### src/rtl/seven_seg_pkg.sv
// Shared seven-segment definitions: digit patterns (active-high gfedcba), bus polarity
// and the countdown monitor state type.
package seven_seg_pkg;

    // Display bus is driven active-low by bomb_controller.
    localparam bit ACTIVE_LOW = 1'b1;

    localparam logic [6:0] SEG_0     = 7'h3F;
    localparam logic [6:0] SEG_1     = 7'h06;
    localparam logic [6:0] SEG_2     = 7'h5B;
    localparam logic [6:0] SEG_3     = 7'h4F;
    localparam logic [6:0] SEG_4     = 7'h66;
    localparam logic [6:0] SEG_5     = 7'h6D;
    localparam logic [6:0] SEG_6     = 7'h7D;
    localparam logic [6:0] SEG_7     = 7'h07;
    localparam logic [6:0] SEG_8     = 7'h7F;
    localparam logic [6:0] SEG_9     = 7'h6F;
    localparam logic [6:0] SEG_A     = 7'h77;
    localparam logic [6:0] SEG_B     = 7'h7C;
    localparam logic [6:0] SEG_C     = 7'h39;
    localparam logic [6:0] SEG_D     = 7'h5E;
    localparam logic [6:0] SEG_E     = 7'h79;
    localparam logic [6:0] SEG_F     = 7'h71;
    localparam logic [6:0] SEG_BLANK = 7'h00;

    typedef enum logic [1:0] {
        StIdle,
        StRun,
        StDone
    } state_e;

    function automatic logic [6:0] to_active_high(input logic [6:0] pin);
        return ACTIVE_LOW ? ~pin : pin;
    endfunction

endpackage

### src/rtl/seven_seg_decode.sv
// Combinational seven-segment decoder: active-high gfedcba pattern to {legal, blank, digit}.
module seven_seg_decode
    import seven_seg_pkg::*;
(
    input  logic [6:0] seg_i,
    output logic       legal_o,
    output logic       blank_o,
    output logic [3:0] digit_o
);

    always_comb begin
        legal_o = 1'b1;
        blank_o = 1'b0;
        digit_o = 4'h0;
        case (seg_i)
            SEG_BLANK: blank_o = 1'b1;
            SEG_0:     digit_o = 4'h0;
            SEG_1:     digit_o = 4'h1;
            SEG_2:     digit_o = 4'h2;
            SEG_3:     digit_o = 4'h3;
            SEG_4:     digit_o = 4'h4;
            SEG_5:     digit_o = 4'h5;
            SEG_6:     digit_o = 4'h6;
            SEG_7:     digit_o = 4'h7;
            SEG_8:     digit_o = 4'h8;
            SEG_9:     digit_o = 4'h9;
            SEG_A:     digit_o = 4'hA;
            SEG_B:     digit_o = 4'hB;
            SEG_C:     digit_o = 4'hC;
            SEG_D:     digit_o = 4'hD;
            SEG_E:     digit_o = 4'hE;
            SEG_F:     digit_o = 4'hF;
            default:   legal_o = 1'b0;
        endcase
    end

endmodule

### src/rtl/seven_seg_monitor.sv
// Receive-side checker for the seven-segment display bus: glitch filter, decode, and
// strict-countdown verification with sticky error flags.
module seven_seg_monitor
    import seven_seg_pkg::*;
#(
    parameter int unsigned STABLE_CYCLES  = 2,
    parameter int unsigned TIMEOUT_CYCLES = 1023
) (
    input  logic       clk,
    input  logic       async_nreset,
    input  logic [7:0] hex_input,
    input  logic       clear,
    output logic [3:0] digit,
    output logic       digit_valid,
    output logic       dp,
    output logic       digit_strobe,
    output logic       done,
    output logic       step_error,
    output logic       invalid_pattern,
    output logic       timeout
);

    localparam int unsigned SW = $clog2(STABLE_CYCLES + 1);
    localparam int unsigned TW = $clog2(TIMEOUT_CYCLES + 1);
    localparam logic [SW-1:0] STABLE_MAX = SW'(STABLE_CYCLES);
    localparam logic [TW-1:0] TMO_MAX    = TW'(TIMEOUT_CYCLES);
    localparam logic [7:0]    PIN_BLANK  = {ACTIVE_LOW, SEG_BLANK ^ {7{ACTIVE_LOW}}};

    logic [7:0]    in_q, in_d, acc_q, acc_d;
    logic [SW-1:0] stab_q, stab_d;
    logic [TW-1:0] tmo_q, tmo_d;
    state_e        state_q, state_d;
    logic [3:0]    prev_q, prev_d, digit_q, digit_d;
    logic          valid_q, valid_d, dp_q, dp_d, strobe_q, strobe_d;
    logic          done_q, done_d, step_q, step_d, inv_q, inv_d, tmo_flag_q, tmo_flag_d;
    logic          accept, dec_legal, dec_blank;
    logic [3:0]    dec_digit;

    seven_seg_decode u_decode (
        .seg_i   (to_active_high(in_q[6:0])),
        .legal_o (dec_legal),
        .blank_o (dec_blank),
        .digit_o (dec_digit)
    );

    // A new sample equal to in_q is one more unchanged edge; acceptance happens on the
    // edge that brings the count to STABLE_CYCLES, when hex_input == in_q.
    always_comb begin
        in_d = hex_input;
        if (hex_input != in_q) begin
            stab_d = '0;
        end else if (stab_q == STABLE_MAX) begin
            stab_d = stab_q;
        end else begin
            stab_d = stab_q + 1'b1;
        end
        accept = (stab_d == STABLE_MAX) && (in_q != acc_q);
    end

    always_comb begin
        acc_d      = acc_q;
        tmo_d      = tmo_q;
        state_d    = state_q;
        prev_d     = prev_q;
        digit_d    = digit_q;
        valid_d    = valid_q;
        dp_d       = dp_q;
        strobe_d   = 1'b0;
        done_d     = done_q;
        step_d     = step_q;
        inv_d      = inv_q;
        tmo_flag_d = tmo_flag_q;

        // Recording the pattern even under clear keeps it from being accepted again later.
        if (accept) begin
            acc_d = in_q;
        end

        if (clear) begin
            state_d    = StIdle;
            done_d     = 1'b0;
            step_d     = 1'b0;
            inv_d      = 1'b0;
            tmo_d      = '0;
            tmo_flag_d = 1'b0;
        end else if (accept) begin
            dp_d  = in_q[7] ^ ACTIVE_LOW;
            tmo_d = '0;
            if (!dec_legal) begin
                inv_d   = 1'b1;
                valid_d = 1'b0;
            end else if (dec_blank) begin
                valid_d = 1'b0;
                if (state_q != StIdle) begin
                    state_d = StIdle;
                    done_d  = 1'b0;
                end
            end else begin
                digit_d  = dec_digit;
                valid_d  = 1'b1;
                strobe_d = 1'b1;
                prev_d   = dec_digit;
                case (state_q)
                    StIdle: begin
                        state_d = (dec_digit == 4'h0) ? StDone : StRun;
                        done_d  = (dec_digit == 4'h0);
                    end
                    StRun: begin
                        if (dec_digit != prev_q - 4'h1) begin
                            step_d = 1'b1;
                        end
                        if (dec_digit == 4'h0) begin
                            state_d = StDone;
                            done_d  = 1'b1;
                        end
                    end
                    StDone:  step_d = 1'b1;
                    default: state_d = StIdle;
                endcase
            end
        end else if (state_q == StRun) begin
            if (tmo_q != TMO_MAX) begin
                tmo_d = tmo_q + 1'b1;
            end
            if (tmo_d == TMO_MAX) begin
                tmo_flag_d = 1'b1;
            end
        end else begin
            tmo_d = '0;
        end
    end

    always_ff @(posedge clk or negedge async_nreset) begin
        if (!async_nreset) begin
            in_q       <= PIN_BLANK;
            acc_q      <= PIN_BLANK;
            stab_q     <= '0;
            tmo_q      <= '0;
            state_q    <= StIdle;
            prev_q     <= 4'h0;
            digit_q    <= 4'h0;
            valid_q    <= 1'b0;
            dp_q       <= 1'b0;
            strobe_q   <= 1'b0;
            done_q     <= 1'b0;
            step_q     <= 1'b0;
            inv_q      <= 1'b0;
            tmo_flag_q <= 1'b0;
        end else begin
            in_q       <= in_d;
            acc_q      <= acc_d;
            stab_q     <= stab_d;
            tmo_q      <= tmo_d;
            state_q    <= state_d;
            prev_q     <= prev_d;
            digit_q    <= digit_d;
            valid_q    <= valid_d;
            dp_q       <= dp_d;
            strobe_q   <= strobe_d;
            done_q     <= done_d;
            step_q     <= step_d;
            inv_q      <= inv_d;
            tmo_flag_q <= tmo_flag_d;
        end
    end

    assign digit           = digit_q;
    assign digit_valid     = valid_q;
    assign dp              = dp_q;
    assign digit_strobe    = strobe_q;
    assign done            = done_q;
    assign step_error      = step_q;
    assign invalid_pattern = inv_q;
    assign timeout         = tmo_flag_q;

endmodule
### config.mk
export PLATFORM = sky130hd
export DESIGN_NAME = seven_seg_monitor
export DESIGN_NICKNAME = d
export VERILOG_FILES = /design/src/rtl/seven_seg_pkg.sv /design/src/rtl/seven_seg_decode.sv /design/src/rtl/seven_seg_monitor.sv
export SDC_FILE = /design/constraint.sdc
export NUM_CORES = 1
export LEC_CHECK = 0
export ABC_AREA = 1
export CORE_MARGIN = 2
export CORE_UTILIZATION = 55
export DETAILED_ROUTE_END_ITERATION = 8
export GPL_ROUTABILITY_DRIVEN = 0
export PLACE_DENSITY = 0.76
export SETUP_SLACK_MARGIN = 0.4
export SYNTH_ARGS = -nofsm -noshare
export SYNTH_HDL_FRONTEND = slang
export SYNTH_SLANG_ARGS = --single-unit
### constraint.sdc
create_clock -name clk -period 2.65 [get_ports clk]
set_clock_uncertainty 0.1 [all_clocks]
set_input_delay 0.3975 -clock clk [delete_from_list [all_inputs] [get_ports clk]]
set_output_delay 0.3975 -clock clk [all_outputs]
set_load 0.03 [all_outputs]
# Word level (Yosys, flattened, before mapping)

Index checks and enable logic that the tools add are counted.

Order comparisons: 0
Divide/modulo/power cells: 0
Reductions and logical operators: 19
Shifts and indexed selects: 0
Add/subtract/negate cells: 3
Bitwise gates (word level): 4
Multiply operators: 0
Mux-type cells: 44
Equal/unequal tests: 32

Operators with widths:

| kind                    | count |
|---|---|
| $eq A7 B7 Y1 const B    | 12 |
| $mux W10                | 7 |
| $pmux W4 S15            | 1 |
| $mux W1                 | 24 |
| $mux W2                 | 9 |
| $reduce_or A17 Y1       | 1 |
| $ne A8 B8 Y1            | 2 |
| $reduce_and A5 Y1       | 3 |
| $eq A7 B3 Y1 const B    | 2 |
| $eq A7 B6 Y1 const B    | 2 |
| $add A10 B1 Y10 const B | 1 |
| $eq A10 B10 Y1 const B  | 1 |
| $ne A10 B10 Y1 const B  | 1 |
| $reduce_bool A2 Y1      | 5 |
| $logic_not A7 Y1        | 1 |
| $not A7 Y7              | 1 |
| $eq A2 B2 Y1 const B    | 3 |
| $ne A2 B2 Y1 const B    | 3 |
| $ne A3 B3 Y1 const B    | 2 |
| $pmux W2 S3             | 1 |
| $logic_not A4 Y1        | 1 |
| $ne A4 B4 Y1            | 1 |
| $ne A4 B4 Y1 const B    | 1 |
| $pmux W1 S2             | 2 |
| other kinds (12)        | 15 |

Register bits: 41
Memory bits (read-only): 0
Bits in latches: 0
RAM bits: 0
Logic and storage cells: 115
Bits of input ports: 11
Output and inout bits: 11
Memories kept: 0

# Depth between registers and ports, before layout

Word-level depth: 12
Depth in mapped cells: 16
Gate-level depth less buffers: 15

# Cells and area by module

From an unflattened synthesis, not the netlist that was laid out.

Cells, all modules: 382
Area, all modules: 2,658.8 sq um

By module, submodules not included:

| module            | cells each | area each (sq um) | sequential area each (sq um) | instances |
|---|---|---|---|---|
| seven_seg_monitor | 313        | 2,316.0           | 1,046.0                      | 1 |
| seven_seg_decode  | 69         | 342.8             | 0.0                          | 1 |

# Worst setup path before layout

Ideal clock, no wire load.

Kind: register to register
Start: reg in_q[2]
End: reg done_q, in the netlist done
Path buffers: 1
Setup time: 118 ps
Period minus slack after synthesis: 1,853 ps
Cell stages (with the launch flop): 15
Slack: 797 ps
Data required time: 2,432 ps
Arrival time: 1,635 ps
Path through: dfstp_2 buf_2 inv_2 nand2_2 nor2_1 nand2_1 nand3_2 nor2_4 nand3_2 nand2_1 nand2_1 nand2_2 nand3_1 nand2_1 nand2_1

Longest elaborated chain between the ends: 9
Elaborated cells between the ends (all ways): 39
Classes of those cells: eq/ne: 21; mux: 9; bitwise: 1; reduce/logical: 8

RTL lines:

| element                                    | RTL line                                           | RTL |
|---|---|---|
| from (decl)                                | seven_seg_monitor.sv:29                            | `logic [7:0] in_q, in_d, acc_q, acc_d;` |
| from (signal assigned)                     | seven_seg_monitor.sv:150                           | `in_q <= in_d;` |
| $not A7 Y7                                 | seven_seg_pkg.sv:33                                | `return ACTIVE_LOW ? ~pin : pin;` |
| $eq A7 B7 Y1, or another cell as far along | seven_seg_decode.sv:15                             | `case (seg_i)` |
| $pmux W4 S15                               | seven_seg_decode.sv:15                             |  |
| $logic_not A4 Y1                           | seven_seg_monitor.sv:106, seven_seg_monitor.sv:112 |  |
| $pmux W1 S2                                | seven_seg_monitor.sv:103                           | `case (state_q)` |
| $mux W1                                    | seven_seg_monitor.sv:92                            | `end else if (dec_blank) begin` |
| $mux W1                                    | seven_seg_monitor.sv:89                            | `if (!dec_legal) begin` |
| $mux W1                                    | seven_seg_monitor.sv:86                            | `end else if (accept) begin` |
| $mux W1                                    | seven_seg_monitor.sv:79                            | `if (clear) begin` |
| to (signal assigned)                       | seven_seg_monitor.sv:160                           | `done_q <= done_d;` |
| to (decl)                                  | seven_seg_monitor.sv:35                            | `logic done_q, done_d, step_q, step_d, inv_q, inv_d, tmo_flag_q, tmo_flag_d;` |

Several ways; a longest one is shown, not always the timed one. The select of a mux whose other input is x is not followed.
A chain may end at the register's enable or synchronous reset.

# Final worst setup path

Start: reg in_q[6]
End: reg step_q, in the netlist step_error

Longest elaborated chain between the ends: 6
Elaborated cells between the ends (all ways): 33
Classes of those cells: eq/ne: 22; mux: 4; bitwise: 1; reduce/logical: 6

RTL lines:

| element                                                      | RTL line                                     | RTL |
|---|---|---|
| $not A7 Y7 or $ne A8 B8 Y1 (tied branches)                   | seven_seg_pkg.sv:33, seven_seg_monitor.sv:50 |  |
| $eq A7 B7 Y1, or another cell as far along                   | seven_seg_decode.sv:15                       |  |
| $pmux W4 S15, or another cell as far along                   | seven_seg_decode.sv:15                       |  |
| $ne A4 B4 Y1, or another cell as far along                   | seven_seg_monitor.sv:109                     | `if (dec_digit != prev_q - 4'h1) begin` |
| $ne A3 B3 Y1 (no line) or $reduce_bool A2 Y1 (tied branches) | --                                           |  |
| $reduce_and A5 Y1 (no line) *                                | --                                           |  |
| to (signal assigned)                                         | seven_seg_monitor.sv:161                     | `step_q <= step_d;` |
| to (decl)                                                    | seven_seg_monitor.sv:35                      |  |

Mark *: on every way between the ends. The rest lies on a longest branch, timed or not.

==> results.py <==
metrics = {
    "outcome": {
        "status": "finished, final reports clean",
    },
    "setup_path": {
        "arrival_ps": 2160,
        "cp-end-kind": "register",
        "startpoint": "in_q[6]",
        "worstReg2RegStart": "in_q[6]",
        "crit_fanout": 6,
        "critPathKind": "reg2reg",
        "worst_ep_required_time_ps": 2740,
        "start_kind": "register",
        "reg2reg_slack_ps": 580,
    },
    "final_layout": {
        "drive_gt1_share_pct": 19.19,
        "ff_latch_area_um2": 1046,
        "diodes": 0,
        "synthToLayoutAreaGrowth_pct": 13.81,
        "multiInputGateArea_um2": 1409,
        "fillCellCount": 422,
        "fin_nets": 409,
    },
    "logic_synthesis": {
        "synth_seq_cells": 41,
        "ys_warn_count": 0,
        "syn_avg_cell_area_um2": 7.235,
        "synth_nets": 386,
        "ys_types": 29,
        "synthCells": 372,
        "synth-seq-area-share_pct": 38.87,
        "synth_area_um2": 2691,
    },
    "detailed_routing": {
        "drtPass1Iterations": 4,
        "wirelength_um": 5259,
        "wl_per_cell_um": 11.36,
        "antenna_left": 0,
        "via_per_inst": 4.989,
        "drt_iter0_drc": 85,
        "vias": 2310,
        "drcViolationCount": 0,
    },
    "placement": {
        "io_buffers": 21,
        "dpl.hpwl_um": 3973,
        "preCtsSetupSlack_ps": 383.8,
    },
    "sta": {
        "rsz0062_at_grt": "false",
        "report.final.slew_viol_count": 0,
        "fin_tns_setup_ps": 0,
        "fmax_mhz": 483.3,
        "finalSetupViolCount": 0,
        "hold_violations": 0,
        "relSlewSlack_pct": 40.61,
        "tightest_slew_ps": 890.9,
        "fin_crit_sh_pct": 78.08,
        "fin_ws_ps": 580.9,
        "post-route-min-period_ps": 2069,
    },
    "cts": {
        "cts_tree": "built",
        "cts_sinks": 41,
        "h-tree-depth": 2,
        "post_cts_resized": 0,
        "insertion_delay_ps": 290,
        "root_buffer": "clkbuf_8",
        "clockBufferDepth": 2,
        "clk_pin_slew_ps": 80,
        "ctsHoldBuffers": 0,
        "cts_buffers": 5,
    },
    "floorplanning": {
        "die_h_um": 73.95,
        "die_w_um": 73.95,
        "core-area_um2": 4723,
        "rows": 25,
        "ioPinCount": 22,
        "die_area_um2": 5469,
        "initial_core_util_pct": 56.98,
    },
    "power": {
        "clkPwrFrac_pct": 37.2,
        "p_leak_uw": 0.001469,
        "seqPwrFrac_pct": 50.3,
        "ir_drop_mv": 0.3099,
        "internal-power_uw": 991.1,
        "p_comb_share_pct": 12.5,
        "swShare_pct": 25.96,
        "power_density_nw_per_um2": 437.1,
        "switching_power_uw": 347.5,
    },
    "grt": {
        "grt_pass1_vias": 2128,
        "grt_max_degree": 42,
        "grt_pass1_wl_um": 9142,
        "gr-usage-all-layers_pct": 21.65,
        "grt_overflow": 0,
        "antenna_found_initial": 0,
    },
    "run": {
        "cap_violations": 0,
    },
    "min_path": {
        "hp-class": "in2async",
    },
}
==> final cells by class <==
cell class / count / area share (%)
inverters: 49 / 6.413
well taps: 67 / 2.737
clock buffers: 6 / 2.369
clock inverters: 2 / 1.144
flip-flops and latches: 41 / 34.15
repair buffers: 23 / 7.190
multi-input cells: 275 / 46.00
==> cells in the mapped netlist <==
library cell,instances,area share [%]
nor4_2,1,0.46
o2111ai_1,1,0.33
o21ai_2,3,0.98
buf_2,5,0.93
dfstp_2,16,16
inv_4,1,0.23
nor2_1,48,6.7
inv_2,10,1.4
nand2_1,113,16
buf_4,2,0.56
o21ai_1,12,2.2
dfrtp_1,25,23
nand4_1,5,1.2
nand3_4,2,1.3
o21ai_0,3,0.56
xor2_1,9,2.9
nor2_4,5,2.1
nor3b_1,1,0.28
xnor2_1,10,3.3
ha_1,3,1.4
inv_1,36,5.0
inv_6,1,0.33
nand3_1,25,4.6
nor2_2,8,1.9
nand2_4,1,0.42
nand3_2,4,1.5
nand2_2,13,3.0
clkinv_4,1,0.33
a21oi_1,8,1.5
==> cells in the final DEF (no fill, tap or decap), drive strengths merged, types with 8 or more instances in the layout <==
master         synthesis  routed
xnor2                 10      10
nand2                127     127
o21ai                 18      18
nand3                 31      31
nor2                  61      61
a21oi                  8       8
dfstp                 16      16
xor2                   9       9
dfrtp                 25      25
clkdlybuf4s50          0      20
inv                   48      48
==> through the flow <==
stage / hold slack, ps / total power (uW) / utilization, % / instance area [um2] / cells
global route: 196.1 / 1401 / 64.85 / 3063 / 463
CTS: 160.6 / 1347 / 64.53 / 3048 / 461
finish: 121.8 / 1339 / 64.85 / 3063 / 463
floorplan: 1.909 / 790.6 / - / 2691 / 372
global placement: 356.3 / 845.9 / 62.25 / 2940 / 453
detailed placement: 360.0 / 848.6 / 62.25 / 2940 / 453
==> kinds of logic (layout without fill, tap and decap cells) <==
logic type	count (synthesis)	in the layout	share of synthesized area, %
xor gates and xnor gates	19	19	6.183
DFF	41	41	38.87
AOI/OAI and AO/OA	27	27	5.579
adders and majority gates	3	3	1.395
buffers and inverters	56	80	8.787
and+or+nand+nor	226	226	39.19
==> critical path, stage by stage (launching register included) <==
cell and delay (ps):
dfstp_2 630, inv_4 70, nand2_1 120, nor2_2 90, nand2_1 90, nand2_2 80, nor2_4 170, nand2_1 110
nand2_1 70, nand2_1 50, nor2_1 90, nand2_1 80, nand2_1 60, nand2_1 60, nand2_2 60, nand2_2 40
==> flip-flops by register name, summed over array words and instances, names as in the netlist, 2 cells and up <==
signal	count
acc_q	8
digit	4
in_q	8
stab_q	2
state_q	2
tmo_q	10
==> what timing repair did <==
action	CTS	global route
setup endpoints to repair	0	1
endpoints found under the hold margin	0	0
setup buffers	0	2
==> layer usage <==
layer	part of all wire [%]	up-vias	GRT usage (%)
met1	48	1063	28.44
met5	0	-	0
met2	47	39	35.52
li1	-	1195	-
met3	2.9	13	3.659
met4	2.1	0	9.091
==> worst paths after layout <==
check	end	cells past startpoint
worst max-delay path	step_error	15
worst min-delay path	digit[0]	1
worst max register to register	step_error	15
worst min register to register	done	2
max in group asynchronous	tmo_q[5]	1
min in group clk	done	2
==> power groups by stage <==
stage / Combinational [uW] / Clock, uW / Sequential [uW]
floorplan: 113 / 0 / 678
global placement: 162 / 0 / 684
detailed placement: 164 / 0 / 685
CTS: 166 / 508 / 674
global route: 188 / 537 / 676
finish: 167 / 497 / 674
(Power assumes the default switching activity.)
